### config.mk
export PLATFORM = sky130hd
export DESIGN_NAME = mem_fill_responder
export DESIGN_NICKNAME = d
export VERILOG_FILES = /design/src/rtl/mem_fill_responder.sv
export SDC_FILE = /design/constraint.sdc
export NUM_CORES = 2
export LEC_CHECK = 0
export BUFFER_PORTS_ARGS = -buffer_cell sky130_fd_sc_hd__buf_4
export CAP_MARGIN = 0
export CORE_UTILIZATION = 45
export CTS_CLUSTER_DIAMETER = 60
export CTS_CLUSTER_SIZE = 28
export DETAILED_ROUTE_END_ITERATION = 12
export GPL_TIMING_DRIVEN = 1
export PLACE_DENSITY = 0.67
export SLEW_MARGIN = 20
export SYNTH_ARGS = -nofsm -noshare
export SYNTH_HDL_FRONTEND = slang
export SYNTH_SLANG_ARGS = --single-unit
export TNS_END_PERCENT = 1
### constraint.sdc
create_clock -name clk -period 3.82 [get_ports clk]
set_input_delay 0.191 -clock clk [delete_from_list [all_inputs] [get_ports clk]]
set_output_delay 0.191 -clock clk [all_outputs]
set_load 0.01 [all_outputs]
### src/rtl/mem_fill_responder.sv
// -----------------------------------------------------------------------------
// mem_fill_responder
//
// Word-addressed 16-bit memory that answers reads through a fixed-latency
// pipeline. Every cycle with enable=1 is accepted as one request: a write
// updates the addressed word at that edge, and a read captures the word at
// that edge and returns it LATENCY cycles later as a one-cycle data_valid
// pulse. Back-to-back reads return back-to-back, in order.
//
// Parameters
//   LATENCY    cycles from read request to data_valid (1..8)
//   ADDR_BITS  word-index width; storage is 2**ADDR_BITS x 16 bits
//
// Ports
//   clk          sole clock, rising edge
//   rst          synchronous active-high reset (storage is preserved)
//   enable       request strobe, one request per cycle
//   wr           1 = write, 0 = read (when enable=1)
//   addr         byte address; word index = addr[ADDR_BITS:1]
//   data_in      write data
//   data_out     read data, 16'h0000 whenever data_valid=0
//   data_valid   one-cycle pulse per accepted read
//   outstanding  accepted reads not yet returned (0..LATENCY)
// -----------------------------------------------------------------------------
module mem_fill_responder #(
    parameter int LATENCY   = 4,
    parameter int ADDR_BITS = 8
) (
    input  logic        clk,
    input  logic        rst,
    input  logic        enable,
    input  logic        wr,
    input  logic [15:0] addr,
    input  logic [15:0] data_in,
    output logic [15:0] data_out,
    output logic        data_valid,
    output logic [3:0]  outstanding
);

    localparam int DEPTH = 2 ** ADDR_BITS;

    // Storage starts at zero and is deliberately untouched by reset.
    logic [15:0] mem_q [DEPTH] = '{default: 16'h0000};

    logic [ADDR_BITS-1:0] word_idx;
    logic                 accept_rd;
    logic                 accept_wr;

    // Requests seen while rst is high are dropped entirely.
    assign word_idx  = addr[ADDR_BITS:1];
    assign accept_rd = enable & ~wr & ~rst;
    assign accept_wr = enable &  wr & ~rst;

    // addr[0] and the bits above the word index only alias; they carry no
    // meaning inside the block.
    logic unused_addr_lo;
    assign unused_addr_lo = addr[0];

    if (ADDR_BITS < 15) begin : g_addr_hi
        logic unused_addr_hi;
        assign unused_addr_hi = ^addr[15:ADDR_BITS+1];
    end

    // -------------------------------------------------------------------------
    // Storage with registered read. The read register doubles as pipeline
    // stage 0; it loads zero on any cycle that is not an accepted read so that
    // empty pipeline slots always carry 16'h0000 and data_out needs no mask.
    // -------------------------------------------------------------------------
    logic [15:0] rd_word_q;

    always_ff @(posedge clk) begin
        if (accept_wr) begin
            mem_q[word_idx] <= data_in;
        end
        if (accept_rd) begin
            rd_word_q <= mem_q[word_idx];
        end else begin
            rd_word_q <= 16'h0000;
        end
    end

    // -------------------------------------------------------------------------
    // Valid pipeline: bit 0 is loaded at the acceptance edge, bit LATENCY-1
    // is data_valid.
    // -------------------------------------------------------------------------
    logic [LATENCY-1:0] valid_q;
    logic [LATENCY-1:0] valid_d;

    always_comb begin
        valid_d    = valid_q << 1;
        valid_d[0] = accept_rd;
    end

    always_ff @(posedge clk) begin
        if (rst) begin
            valid_q <= '0;
        end else begin
            valid_q <= valid_d;
        end
    end

    // -------------------------------------------------------------------------
    // Data pipeline: stage_data[0] is the read register, each further stage
    // is a plain shift register. The data captured at acceptance travels
    // alone, so later writes to the same word cannot disturb it.
    // -------------------------------------------------------------------------
    logic [15:0] stage_data [LATENCY];

    assign stage_data[0] = rd_word_q;

    for (genvar gi = 1; gi < LATENCY; gi++) begin : g_stage
        logic [15:0] data_q;
        logic [15:0] data_d;

        always_comb begin
            data_d = stage_data[gi-1];
        end

        always_ff @(posedge clk) begin
            if (rst) begin
                data_q <= 16'h0000;
            end else begin
                data_q <= data_d;
            end
        end

        assign stage_data[gi] = data_q;
    end

    // -------------------------------------------------------------------------
    // Outstanding counter: +1 on acceptance, -1 on return, unchanged when both
    // happen together. It mirrors the number of set valid bits, so it is
    // bounded by LATENCY by construction.
    // -------------------------------------------------------------------------
    logic [3:0] outstanding_q;
    logic [3:0] outstanding_d;

    always_comb begin
        outstanding_d = outstanding_q;
        if (accept_rd && !valid_q[LATENCY-1]) begin
            outstanding_d = outstanding_q + 4'd1;
        end else if (!accept_rd && valid_q[LATENCY-1]) begin
            outstanding_d = outstanding_q - 4'd1;
        end
    end

    always_ff @(posedge clk) begin
        if (rst) begin
            outstanding_q <= 4'd0;
        end else begin
            outstanding_q <= outstanding_d;
        end
    end

    assign data_valid  = valid_q[LATENCY-1];
    assign data_out    = stage_data[LATENCY-1];
    assign outstanding = outstanding_q;

endmodule

==> flow_summary.ini <==
[floorplan]
die_area_sq_um = 356200
start_util_pct = 45.18
core-area_sq_um = 352400
fp.dieW_microns = 596.8
ios = 57
rows = 218
die_h_microns = 596.8

[grt]
antenna_found_initial = 23
grt_pass1_wl_microns = 576200
grt_pass1_vias = 78389
grt_overflow = 0
track_usage_pct = 22.51
grt_max_degree = 162

[power_and_ir_drop]
powerDensity_nw_per_um2 = 473.7
finalPower_mw = 84.31
vdd_ir_drop_max_mv = 0.4235
p_leak_nw = 56.17

[synth]
synth_area_per_cell_sq_um = 20.95
yosysSeqAreaShare_pct = 78.16
synth.cell_area_sq_um = 159200
synthArstFlopShare_pct = 0
synth_edf_count = 4096
ys.flop_type = edfxtp_1
synthesis.nets = 7640
ys_warn_count = 0
synth_seq_cells = 4168
synth.distinct_cells = 66
synthCells = 7600

[routing]
drtIter0Drc = 10925
vias = 79088
vias_per_cell = 6.075
wl_per_cell_microns = 31.13
routed_wl_microns = 405300
drcViolationCount = 0
ant_nets = 0
first_pass_iters = 6

[sta]
setup_viol = 0
timing.final.ws_setup_ps = 861.1
holdWs_ps = 202.6
finalCritPeriodShare_pct = 77.46
tightest_slew_ps = 1285
drv_slew = 0
max_clock_freq_ghz = 0.3380
rsz0062_at_grt = false
period_minus_slack_ps = 2959
fin_setup_tns_ps = 0
skew_ps = 93.59
slew_headroom_pct = 14.30
hold_viol_final = 0

[worst_setup_path]
path_buf_inv = 2
crit_chain = mux4_2, a32o_1, a221oi_1, nand3_1, a211oi_1, buf_4, o221ai_1, dlygate4sd3_1
critPathMaxStageDelay_ps = 590
crit_path_max_fanout = 1
critPathKind = register to register
cp-start-kind = register
path_delay_family = compound AO/OA/AOI/OAI gates
worstPathArrival_ps = 3840
slowest_stage = dlygate4sd3_1
cp-end-kind = register
cp_data_required_time_ps = 4700

[layout]
area_growth_pct = 11.80
utilization_pct = 50.51
layout.nets = 8128
fillers = 27632
instances_no_fill = 13019
drive_above_1_share_pct = 23.45
design_area_sq_um = 178000

[clocking]
cts-root-buf = clkbuf_16
cts-resized-gates = 0
h-tree-depth = 4
clock-sinks = 4168
cts_buffers = 231
clkTransAtPathRegs_ps = 100
clockBufferDepth = 4
post_cts_buffers = 0
tritoncts = built
clock_latency_ps = 990

[outcome]
status = complete, no violations

[placed_design]
hpwl_microns = 247600
dpl_worst_slack_ps = 171.1
place_area_sq_um = 169300
dpl.cell_count = 12562
place.gp.congestion = 0.9190
port_buffers = 48

[job]
drv_cap = 0

[hold_path]
hp-class = primary input to register
[path summary, 6_finish.rpt]
path	from	cells after the start	slack, ps	endpoint
max	mem_q[54][8]$_DFFE_PP_	8	860	g_stage[1].data_d[8]$_SDFF_PN0_
min	addr[3]	5	200	g_stage[1].data_d[9]$_SDFF_PN0_
max reg2reg	mem_q[54][8]$_DFFE_PP_	8	860	g_stage[1].data_d[8]$_SDFF_PN0_
min reg2reg	g_stage[2].data_q[15]$_SDFF_PP0_	1	440	data_out[15]$_SDFF_PP0_
[worst reg2reg max path, stage by stage (launching register included)]
cell and delay (ps):
edfxtp_1 380, mux4_2 470, a32o_1 280, a221oi_1 410, nand3_1 190, a211oi_1 220
buf_4 190, o221ai_1 110, dlygate4sd3_1 590
[area by class of cell]
| cell class | count | area, sq um | share of cell area, % |
|---|---|---|---|
| Sequential cell | 4168 | 124400 | 69.91 |
| Multi-Input combinational cell | 2967 | 32670 | 18.35 |
| Timing Repair Buffer | 715 | 6505 | 3.655 |
| Tap cell | 4730 | 5918 | 3.325 |
| Clock buffer | 243 | 5847 | 3.285 |
| Clock inverter | 186 | 2590 | 1.455 |
| Inverter | 5 | 18.77 | 0.01054 |
| Antenna cell | 5 | 12.51 | 0.007029 |
[cells in the final DEF (no fill, tap or decap), drive strengths merged, types with 5 or more instances in the layout]
cell and n:
a211oi 31, o211ai 14, nor2 268, edfxtp 4096
a221oi 79, a32oi 17, dlygate4sd3 23, a31oi 45
and2 7, nand2b 9, bufinv 19, mux2i 564
inv 83, a22oi 226, nor4 16, o221ai 18
diode 5, or2 6, nand4 83, clkbuf 244
a21oi 160, nand2 238, o32a 14, nand3 74
nor2b 62, dfxtp 72, o22ai 94, o22a 15
nor3 37, clkinv 79, o21ai 52, clkinvlp 10
mux2 14, mux4 766, buf 691, or4 14
[power by group]
group	switching, mW	total (mW)	internal, mW
Clock	16.3	29.6	13.4
Sequential	0.0277	50.2	50.2
Combinational	2.93	4.49	1.56
[layer usage]
metal / GRT usage [%] / vias up / share of wire [%] / routed length, microns
li1: - / 32622 / - / -
met1: 31.37 / 41823 / 39 / 156900
met2: 35.83 / 3986 / 47 / 192400
met3: 3.679 / 647 / 9.5 / 38520
met4: 8.621 / 10 / 4.3 / 17490
met5: 0 / - / 0.017 / 69
[flip-flops by register name, indices dropped and copies added, names as in the netlist]
| signal | flops |
|---|---|
| g_stage.data_d | 16 |
| outstanding | 4 |
| valid_q | 4 |
| data_out | 16 |
| mem_q | 4096 |
| g_stage.data_q | 32 |
[cell usage after synthesis, types with 45 or more instances]
| library cell | n | share of area, % |
|---|---|---|
| a21oi_1 | 160 | 0.50 |
| a221oi_1 | 78 | 0.43 |
| a22oi_1 | 226 | 1.1 |
| a31oi_1 | 45 | 0.18 |
| buf_2 | 170 | 0.53 |
| buf_4 | 57 | 0.27 |
| clkbuf_1 | 179 | 0.42 |
| dfxtp_1 | 72 | 0.91 |
| edfxtp_1 | 4096 | 77 |
| mux2i_1 | 564 | 3.5 |
| mux4_2 | 766 | 11 |
| nand2_1 | 238 | 0.56 |
| nand3_1 | 74 | 0.23 |
| nand4_1 | 83 | 0.33 |
| nor2_1 | 266 | 0.63 |
| nor2b_1 | 62 | 0.24 |
| o21ai_0 | 48 | 0.15 |
| o22ai_1 | 94 | 0.37 |
[cell families (layout without fill, tap and decap cells)]
logic type	after synthesis	count (layout)	synth area share (%)
flops	4168	4168	78.16
mux	1344	1344	14.48
simple gates	831	831	2.428
compound gates	785	785	3.408
buf+inv	465	1149	1.473
fa+ha+maj	4	4	0.03615
xor+xnor	3	3	0.01651
other cells	0	5	0
[repair_timing]
action                     in CTS  in global routing
hold endpoints to repair     1673                  0
setup endpoints to repair       0                  0
hold buffers                   23                  0
No activity file was read; power rests on OpenSTA's default activity.
